==> src/rtl/pixel_integrator_pkg.sv <==
`default_nettype none
// ============================================================================
// pixel_integrator_pkg : shared types and arithmetic helpers for pixel_integrator
// Revision : 1.0
// ============================================================================
package pixel_integrator_pkg;

    typedef enum logic {
        TRACK  = 1'b0,
        WINDOW = 1'b1
    } mode_e;

    typedef enum logic {
        IDLE  = 1'b0,
        COUNT = 1'b1
    } win_state_e;

    // Wide intermediate arithmetic, so the clamp happens before any wrap could occur.
    function automatic int unsigned sat_add_sub(input int unsigned acc,
                                                input logic        dir_up,
                                                input int unsigned up_step,
                                                input int unsigned down_step,
                                                input int unsigned full_scale);
        if (dir_up) begin
            return (acc + up_step > full_scale) ? full_scale : acc + up_step;
        end
        return (down_step > acc) ? 32'd0 : acc - down_step;
    endfunction

    function automatic int unsigned replicate_scale(input int unsigned acc,
                                                    input int unsigned acc_w,
                                                    input int unsigned out_w);
        return (acc << (out_w - acc_w)) | (acc >> (2 * acc_w - out_w));
    endfunction

endpackage
`default_nettype wire

==> src/rtl/pixel_integrator_channel.sv <==
`default_nettype none
// ============================================================================
// pixel_integrator_channel : one comparator channel (sync, accumulate, scale)
// Revision : 1.0
// ============================================================================
module pixel_integrator_channel
    import pixel_integrator_pkg::*;
#(
    parameter int ACC_W       = 5,
    parameter int OUT_W       = 8,
    parameter int STEP_W      = 3,
    parameter int SYNC_STAGES = 2
) (
    input  logic              clock,
    input  logic              reset,
    input  logic              bit_in,
    input  logic              visible,
    input  logic              mask,
    input  logic              clr_all,
    input  logic              track_en,
    input  logic              win_clr,
    input  logic              win_en,
    input  logic              win_last,
    input  logic [STEP_W-1:0] up_step,
    input  logic [STEP_W-1:0] down_step,
    output logic [ACC_W-1:0]  acc_out,
    output logic [OUT_W-1:0]  color_out
);

    localparam int unsigned FULL_SCALE = (1 << ACC_W) - 1;

    logic [SYNC_STAGES-1:0] sync_q, sync_d;
    logic [ACC_W-1:0]       acc_q, acc_d;
    logic [ACC_W-1:0]       ones_q, ones_d;
    logic [OUT_W-1:0]       color_q, color_d;
    logic                   syn;

    assign syn = sync_q[SYNC_STAGES-1];

    always_comb begin
        sync_d = {sync_q[SYNC_STAGES-2:0], bit_in};
        acc_d  = acc_q;
        ones_d = ones_q;
        if (clr_all) begin
            acc_d  = '0;
            ones_d = '0;
        end else if (track_en) begin
            acc_d = ACC_W'(sat_add_sub(32'(acc_q), syn, 32'(up_step), 32'(down_step), FULL_SCALE));
        end else if (win_clr) begin
            ones_d = '0;
        end else if (win_en) begin
            // acc doubles as the latched window result in WINDOW mode
            if (win_last) begin
                acc_d  = ones_q + ACC_W'(syn);
                ones_d = '0;
            end else begin
                ones_d = ones_q + ACC_W'(syn);
            end
        end
        color_d = (visible && !mask) ? OUT_W'(replicate_scale(32'(acc_q), ACC_W, OUT_W)) : '0;
    end

    always_ff @(posedge clock) begin
        if (reset) begin
            sync_q  <= '0;
            acc_q   <= '0;
            ones_q  <= '0;
            color_q <= '0;
        end else begin
            sync_q  <= sync_d;
            acc_q   <= acc_d;
            ones_q  <= ones_d;
            color_q <= color_d;
        end
    end

    assign acc_out   = acc_q;
    assign color_out = color_q;

endmodule
`default_nettype wire

==> src/rtl/pixel_integrator.sv <==
`default_nettype none
// ============================================================================
// pixel_integrator : multi-channel comparator bitstream to colour reconstructor
// Revision : 1.0
// ============================================================================
module pixel_integrator
    import pixel_integrator_pkg::*;
#(
    parameter int CHANNELS    = 3,
    parameter int ACC_W       = 5,
    parameter int OUT_W       = 8,
    parameter int STEP_W      = 3,
    parameter int SYNC_STAGES = 2
) (
    input  logic                      clock,
    input  logic                      reset,
    input  logic [CHANNELS-1:0]       bits_in,
    input  logic                      visible,
    input  logic                      mode,
    input  logic [STEP_W-1:0]         up_step,
    input  logic [STEP_W-1:0]         down_step,
    input  logic [CHANNELS-1:0]       chan_mask,
    output logic [CHANNELS*ACC_W-1:0] acc_out,
    output logic [CHANNELS*OUT_W-1:0] color_out,
    output logic                      color_valid
);

    localparam logic [ACC_W-1:0] WIN_LAST = ACC_W'((1 << ACC_W) - 2);

    mode_e            mode_q;
    win_state_e       state_q;
    logic [ACC_W-1:0] win_cnt_q;
    logic             visible_q;

    logic mode_chg, track_en, win_clr, win_en, win_last;

    // The cycle the mode changes only clears; the new mode acts from the next cycle.
    assign mode_chg = (mode_e'(mode) != mode_q);
    assign track_en = !mode_chg && (mode_q == TRACK) && visible;
    assign win_clr  = !mode_chg && (mode_q == WINDOW) && (state_q == IDLE) && visible;
    assign win_en   = !mode_chg && (mode_q == WINDOW) && (state_q == COUNT) && visible;
    assign win_last = (win_cnt_q == WIN_LAST);

    always_ff @(posedge clock) begin
        if (reset) begin
            mode_q    <= mode_e'(mode);
            state_q   <= IDLE;
            win_cnt_q <= '0;
            visible_q <= 1'b0;
        end else begin
            mode_q    <= mode_e'(mode);
            visible_q <= visible;
            if (mode_chg || mode_q != WINDOW) begin
                state_q   <= IDLE;
                win_cnt_q <= '0;
            end else begin
                case (state_q)
                    IDLE: begin
                        if (visible) begin
                            state_q   <= COUNT;
                            win_cnt_q <= '0;
                        end
                    end
                    COUNT: begin
                        if (!visible) begin
                            state_q   <= IDLE;
                            win_cnt_q <= '0;
                        end else if (win_last) begin
                            win_cnt_q <= '0;
                        end else begin
                            win_cnt_q <= win_cnt_q + ACC_W'(1);
                        end
                    end
                    default: state_q <= IDLE;
                endcase
            end
        end
    end

    assign color_valid = visible_q;

    for (genvar c = 0; c < CHANNELS; c++) begin : g_chan
        pixel_integrator_channel #(
            .ACC_W       (ACC_W),
            .OUT_W       (OUT_W),
            .STEP_W      (STEP_W),
            .SYNC_STAGES (SYNC_STAGES)
        ) u_chan (
            .clock     (clock),
            .reset     (reset),
            .bit_in    (bits_in[c]),
            .visible   (visible),
            .mask      (chan_mask[c]),
            .clr_all   (mode_chg),
            .track_en  (track_en),
            .win_clr   (win_clr),
            .win_en    (win_en),
            .win_last  (win_last),
            .up_step   (up_step),
            .down_step (down_step),
            .acc_out   (acc_out[c*ACC_W +: ACC_W]),
            .color_out (color_out[c*OUT_W +: OUT_W])
        );
    end

endmodule
`default_nettype wire

==> config.mk <==
export PLATFORM = sky130hd
export DESIGN_NAME = pixel_integrator
export DESIGN_NICKNAME = d
export VERILOG_FILES = /design/src/rtl/pixel_integrator_pkg.sv /design/src/rtl/pixel_integrator_channel.sv /design/src/rtl/pixel_integrator.sv
export SDC_FILE = /design/constraint.sdc
export NUM_CORES = 1
export LEC_CHECK = 0
export CORE_UTILIZATION = 33
export CTS_CLUSTER_DIAMETER = 100
export DETAILED_ROUTE_END_ITERATION = 8
export GPL_ROUTABILITY_DRIVEN = 0
export PLACE_DENSITY = 0.63
export SYNTH_ARGS = -nofsm -noshare
export SYNTH_HDL_FRONTEND = slang
export SYNTH_SLANG_ARGS = --single-unit
==> constraint.sdc <==
create_clock -name clock -period 3.3 [get_ports clock]
set_input_delay 0.99 -clock clock [delete_from_list [all_inputs] [get_ports clock]]
set_output_delay 0.99 -clock clock [all_outputs]
set_load 0.03 [all_outputs]
==> qor.csv <==
stage;metric;value;unit
run_status;status;complete, no violations;
yosys;yosysWarnings;0;
timing;finalSetupTns;0;ns
placed_design;place_ws;0.135;ns
pwr;power.density;378;nW/um^2
cells_and_area;drive_above_1_share;6.48;%
clocking;cts_resized;0;
detailed_routing;drc;0;
detailed_routing;firstDrtPassIters;4;
yosys;synth-seq-area-share;34.8;%
yosys;synth_top_area_share;34.8;%
setup_path;cp_slowest_stage_delay;0.56;ns
hold_path;hp-start;g_chan[2].u_chan.sync_q[0]$_SDFF_PP0_;
yosys;yosysUniqueCellTypes;52;
timing;maxSlewViolCount;0;
placed_design;dpl_cell_area;4020;sq um
yosys;synth_area_per_cell;8.90;sq um
pwr;intPower;1.20;mW
yosys;netlist_area;3390;sq um
detailed_routing;avgViaCountPerCell;5.21;
yosys;ys_ff_latch;59;
pwr;clkPwrFrac;42.8;%
detailed_routing;antenna_left;0;
placed_design;hpwl;6290;um
setup_path;cp.arrival;3.04;ns
setup_path;worst_setup_path_start_kind;input pin;
grt;grt_pass1_wl;13400;um
yosys;synth_area_leaders;dfxtp_1, ha_1, nor2_1;
setup_path;cp_cell_sequence;clkdlybuf4s50_1 > ha_1 > inv_1 > fa_1 > nand2b_1 > nor4_1 > nor2_1 > o41ai_1 > a21oi_1;
detailed_routing;drtIter0Drc;87;
yosys;synth_compound_area_share;18.6;%
hold_path;hold_path_class;reg2reg;
pwr;leakagePower;1.57;nW
hold_path;hold_depth;1;
pwr;peakVddDrop;145;uV
pwr;switching_share;24.8;%
clocking;htreeDepth;3;
flow_run;max_cap_violations;0;
yosys;yosys.area_share.simple;17.8;%
timing;fmax;355;MHz
floorplan;ioPinCount;56;
pwr;p_seq_share;46.1;%
detailed_routing;routed_wl;8220;um
yosys;syn_inst;381;
timing;setup_viol;0;
cells_and_area;post-route-util;42.8;%
timing;rsz0062_at_grt;false;
grt;antenna_found_initial;0;
yosys;synth_common_cells;dfxtp_1, nor2_1, ha_1, inv_1, o21ai_0;
yosys;synth.area.mux_share;2.95;%
cells_and_area;diodes;0;
yosys;synth_edf_count;0;
grt;grt_overflow;0;
yosys;synth_most_common_cell;dfxtp_1;
floorplan;dieHeight;103;um
placed_design;io_buffers;55;
timing;tightest_slew;0.526;ns
setup_path;rr_worst_depth;8;
pwr;power.switching;0.395;mW
grt;grt_pass1_vias;2781;
floorplan;core_area;9860;sq um
yosys;ys_async_sr_fraction;0;%
clocking;cts_buffers;9;
setup_path;r2r_start;g_chan[0].u_chan.acc_out[0]$_SDFFE_PP0P_;
grt;grt_max_degree;25;
yosys;synth_top_cell_by_area;dfxtp_1;
floorplan;row_count;36;
clocking;root_buffer;clkbuf_8;
cells_and_area;nNetsFinal;479;
timing;fin_crit_sh;85.5;%
clocking;cts.clk_slew.worst_paths;0.06;ns
setup_path;crit_type;in2reg;
timing;setup_ws;0.479;ns
yosys;synth-xor-area-share;4.13;%
setup_path;regToRegEndpoint;g_chan[0].u_chan.acc_out[4]$_SDFFE_PP0P_;
cells_and_area;area_delta_synth_final;24.4;%
clocking;cts_tree;yes;
clocking;clock-sinks;59;
grt;grt_usage;16.7;%
clocking;ctsHoldBuffers;0;
setup_path;crit_required;3.52;ns
floorplan;die_w;103;um
setup_path;r2r_slack;1.22;ns
setup_path;slowest_stage;clkdlybuf4s50_1;
pwr;comb_power_share;11.1;%
yosys;synth-main-ff-cell;dfxtp_1;
yosys;synthAdderAreaFrac;13.9;%
timing;finClkSkew;0.00858;ns
yosys;synth_top_family_by_area;compound AO/OA/AOI/OAI gates;
timing;final-hold-violation-count;0;
cells_and_area;design_area;4220;sq um
timing;fin_crit;2.82;ns
clocking;post_cts_buffers;0;
setup_path;worstPathMaxFanout;3;
clocking;max-clock-path-buffers;2;
detailed_routing;via_count;2943;
floorplan;dieArea;10700;sq um
timing;relSlewSlack;64.0;%
yosys;syn_nets;431;
clocking;clkLatencyLatePin;0.34;ns
setup_path;setup.worst_path.end_class;flip-flop;
hold_path;min_to;g_chan[2].u_chan.sync_q[1]$_SDFF_PP0_;
floorplan;initial_core_util;34.4;%
detailed_routing;wl_per_cell;14.5;um
placed cells by master (no fill, tap or decap), types with 13 or more instances in the layout:
master / netlist / layout
clkdlybuf4s50_1: 0 / 55
ha_1: 28 / 28
dfxtp_1: 59 / 59
o21ai_0: 17 / 17
nand2_1: 13 / 13
nor2_1: 35 / 35
nor2b_1: 16 / 16
inv_1: 27 / 27
registers in the layout (all words and copies together), names as in the netlist:
register and count:
color_valid 1, g_chan.u_chan.acc_out 15, g_chan.u_chan.color_out 15, g_chan.u_chan.ones_q 15, g_chan.u_chan.sync_q 6, mode_q 1
state_q 1, win_cnt_q 5
metrics by stage:
step	std cells	power, mW	hold WS [ns]
2_1_floorplan	381	0.858	0.414
3_3_place_gp	551	0.924	0.428
3_5_place_dp	551	0.927	0.430
4_1_cts	565	1.62	0.446
5_1_grt	565	1.67	0.470
6_report	565	1.59	0.437
cell type report:
class | count | area (sq um)
Clock buffer | 12 | 165
Timing Repair Buffer | 65 | 626
Tap cell | 133 | 166
Clock inverter | 2 | 35.0
Multi-Input combinational cell | 267 | 1940
Inverter | 27 | 101
Sequential cell | 59 | 1180
Fill cell | 978 | 5650
layer usage:
metal	global-route usage [%]	share of wire (%)	routed length, um	vias up
met5	0	0	0	-
met4	7.91	2.8	226	0
met3	3.43	4.9	405	20
met2	27.6	46	3780	92
met1	21.0	46	3800	1373
li1	-	-	-	1458
logic make-up (layout without fill, tap and decap cells):
group / count (synthesis) / count (layout)
flops: 59 / 59
buf+inv: 55 / 106
simple gates: 117 / 117
compound gates: 90 / 90
fa+ha+maj: 34 / 34
mux: 10 / 10
xor+xnor: 16 / 16
power groups by stage:
stage               Combinational [mW]  Clock [mW]  Sequential [mW]
finish                           0.177       0.682            0.735
global route                     0.196       0.735            0.736
CTS                              0.177       0.704            0.735
global placement                 0.173           0            0.751
detailed placement               0.176           0            0.751
floorplan                        0.105           0            0.753
worst max-delay path: cells and delay by family:
family / cells / cell delay (ns)
AOI/OAI and AO/OA: 2 / 0.40
buffers and inverters: 2 / 0.62
and+or+nand+nor: 3 / 0.43
adders and majority gates: 2 / 0.60
worst max path at each step:
stage	start	end	slack, ns	cells past startpoint
after CTS	up_step[0]	g_chan[0].u_chan.acc_out[4]$_SDFFE_PP0P_	0.49	9
final	up_step[0]	g_chan[0].u_chan.acc_out[4]$_SDFFE_PP0P_	0.48	9
after detailed placement	up_step[0]	g_chan[0].u_chan.acc_out[4]$_SDFFE_PP0P_	0.14	9
after global routing	up_step[0]	g_chan[0].u_chan.acc_out[4]$_SDFFE_PP0P_	0.27	9
after floorplan	up_step[0]	g_chan[0].u_chan.acc_out[4]$_SDFFE_PP0P_	0.87	8
after global placement	up_step[0]	g_chan[0].u_chan.acc_out[4]$_SDFFE_PP0P_	0.22	9
Note: power is estimated with default switching activity, not from simulation.
==> variant: new RTL, same flow settings <==
Change the parameter `CHANNELS` from 3 to 2.
--- a/src/rtl/pixel_integrator.sv
+++ b/src/rtl/pixel_integrator.sv
@@ -7,5 +7,5 @@
     import pixel_integrator_pkg::*;
 #(
-    parameter int CHANNELS    = 3,
+    parameter int CHANNELS    = 2,
     parameter int ACC_W       = 5,
     parameter int OUT_W       = 8,
Ports: changed (resized acc_out, bits_in, chan_mask and color_out); port bits go from 56 to 41. The function was not compared with the original's and may differ.
==> variant against the unedited design <==
- first-iteration DRC count did not move
- setup slack improved by 0.13 ns
- area after synthesis fell by 29%
- total power fell by 38%
- wire length fell by 34%
- sequential share of layout area rose by 0.64 points
- count of clock-buffer cells in the layout fell by 6
- final area fell by 30%
- sequential cell count fell by 17
- clock power fell by 48%
- highest routed layer unchanged
==> variant: results (changes against the unedited design) <==
[grt]
first_global_vias=1858  ; -33%
grt_util_all_layers_pct=15.33  ; -1.4 points
grt_pass1_wl_um=9039  ; -33%
grt_max_degree=17  ; -32%

[layout]
clock_buffers=6  ; -6
seq_share_pct=28.63  ; +0.64 points
buf_share_pct=14.91  ; +0.085 points
final_cells=402  ; -29%
multi_input_area_share_pct=46.83  ; +0.74 points
num-nets-final=343  ; -28%
n_all_buffers=45  ; -31%
fillers=712  ; -27%
multi_input_gates=193  ; -28%
layout-drive-gt1-share_pct=5.229  ; -1.3 points
nonClockInverterCount=18  ; -33%
clockNetworkAreaShare_pct=3.238  ; -1.5 points

[yosys]
ys_ff_latch=42  ; -29%
synth-compound-area-share_pct=17.97  ; -0.58 points
synth_xor_area_share_pct=3.292  ; -0.84 points
synth_common_cells=42 x dfxtp_1, 26 x nor2_1, 20 x ha_1
synth_cell_type_count=43  ; -17%
ys_seq_area_share_pct=35.11  ; +0.29 points
synthMuxAreaShare_pct=3.762  ; +0.81 points
syn_nets=309  ; -28%
yosys-top-cells-area=dfxtp_1 35%, ha_1 10%, nor2_1 4.1%
syn_inst=271  ; -29%

[hold_path]
min_from=g_chan[1].u_chan.sync_q[0]
hold_end=g_chan[1].u_chan.sync_q[1]

[sta]
skew_ns=0.002777  ; -0.005802 ns
max_slew_margin_pct=68.34  ; +4.3 points

[worst_setup_path]
regToRegSetupSlack_ns=1.31  ; +0.09 ns
crit_arrival_ns=2.89  ; -0.15 ns
endpoint=g_chan[1].u_chan.acc_out[2]
reg2regPathDepth=7  ; -1
slowest_delay_ns=0.45  ; -0.11 ns
critical_path.top_delay_family=compound AO/OA/AOI/OAI gates
r2r_start=g_chan[1].u_chan.acc_out[0]

[status]
status=finished, final reports clean

[placed_design]
port_buffers=40  ; -27%
post-place-cells=394  ; -28%
dp_hpwl_um=4138  ; -34%

[power_and_ir_drop]
p_comb_mw=0.119  ; -33%
p_seq_mw=0.521  ; -29%
p_sw_mw=0.2571  ; -35%
p_leak_nw=1.060  ; -32%
p_seq_share_pct=52.6  ; +6.5 points

[detailed_routing]
drt-total-wl_um=5463  ; -34%

[clocking]
cts_made_buffers=5  ; -4
clk-insertion-delay-late_ns=0.29  ; -0.05 ns
htree_levels=2  ; -1
clk_pin_slew_worst_paths_ns=0.08  ; +0.02 ns
cts_max_path_buffers=2  ; unchanged

==> variant: cell types whose count changed after synthesis, sizes merged, moves of 5 or more <==
| cell | unedited run | this run |
|---|---|---|
| nand2 | 14 | 8 |
| dfxtp | 59 | 42 |
| ha | 28 | 20 |
| a211oi | 10 | 5 |
| buf | 21 | 10 |
| inv | 27 | 18 |
| o21ai | 19 | 14 |
| nor2 | 36 | 26 |
==> variant: stage by stage <==
stage	hold WS [ns]	area [sq um]
after floorplan	0.4138	2395
after detailed placement	0.4340	2841
final	0.4446	2937
after global routing	0.4692	2937
after CTS	0.4544	2937
after global placement	0.4244	2841
==> variant: routing by layer <==
metal / vias up / part of all wire [%] / global-route usage [%]
met1: 939 / 49 / 20.85
met4: 0 / 0.81 / 3.130
met2: 56 / 45 / 25.20
li1: 1027 / - / -
met3: 6 / 4.9 / 3.128
met5: - / 0 / 0
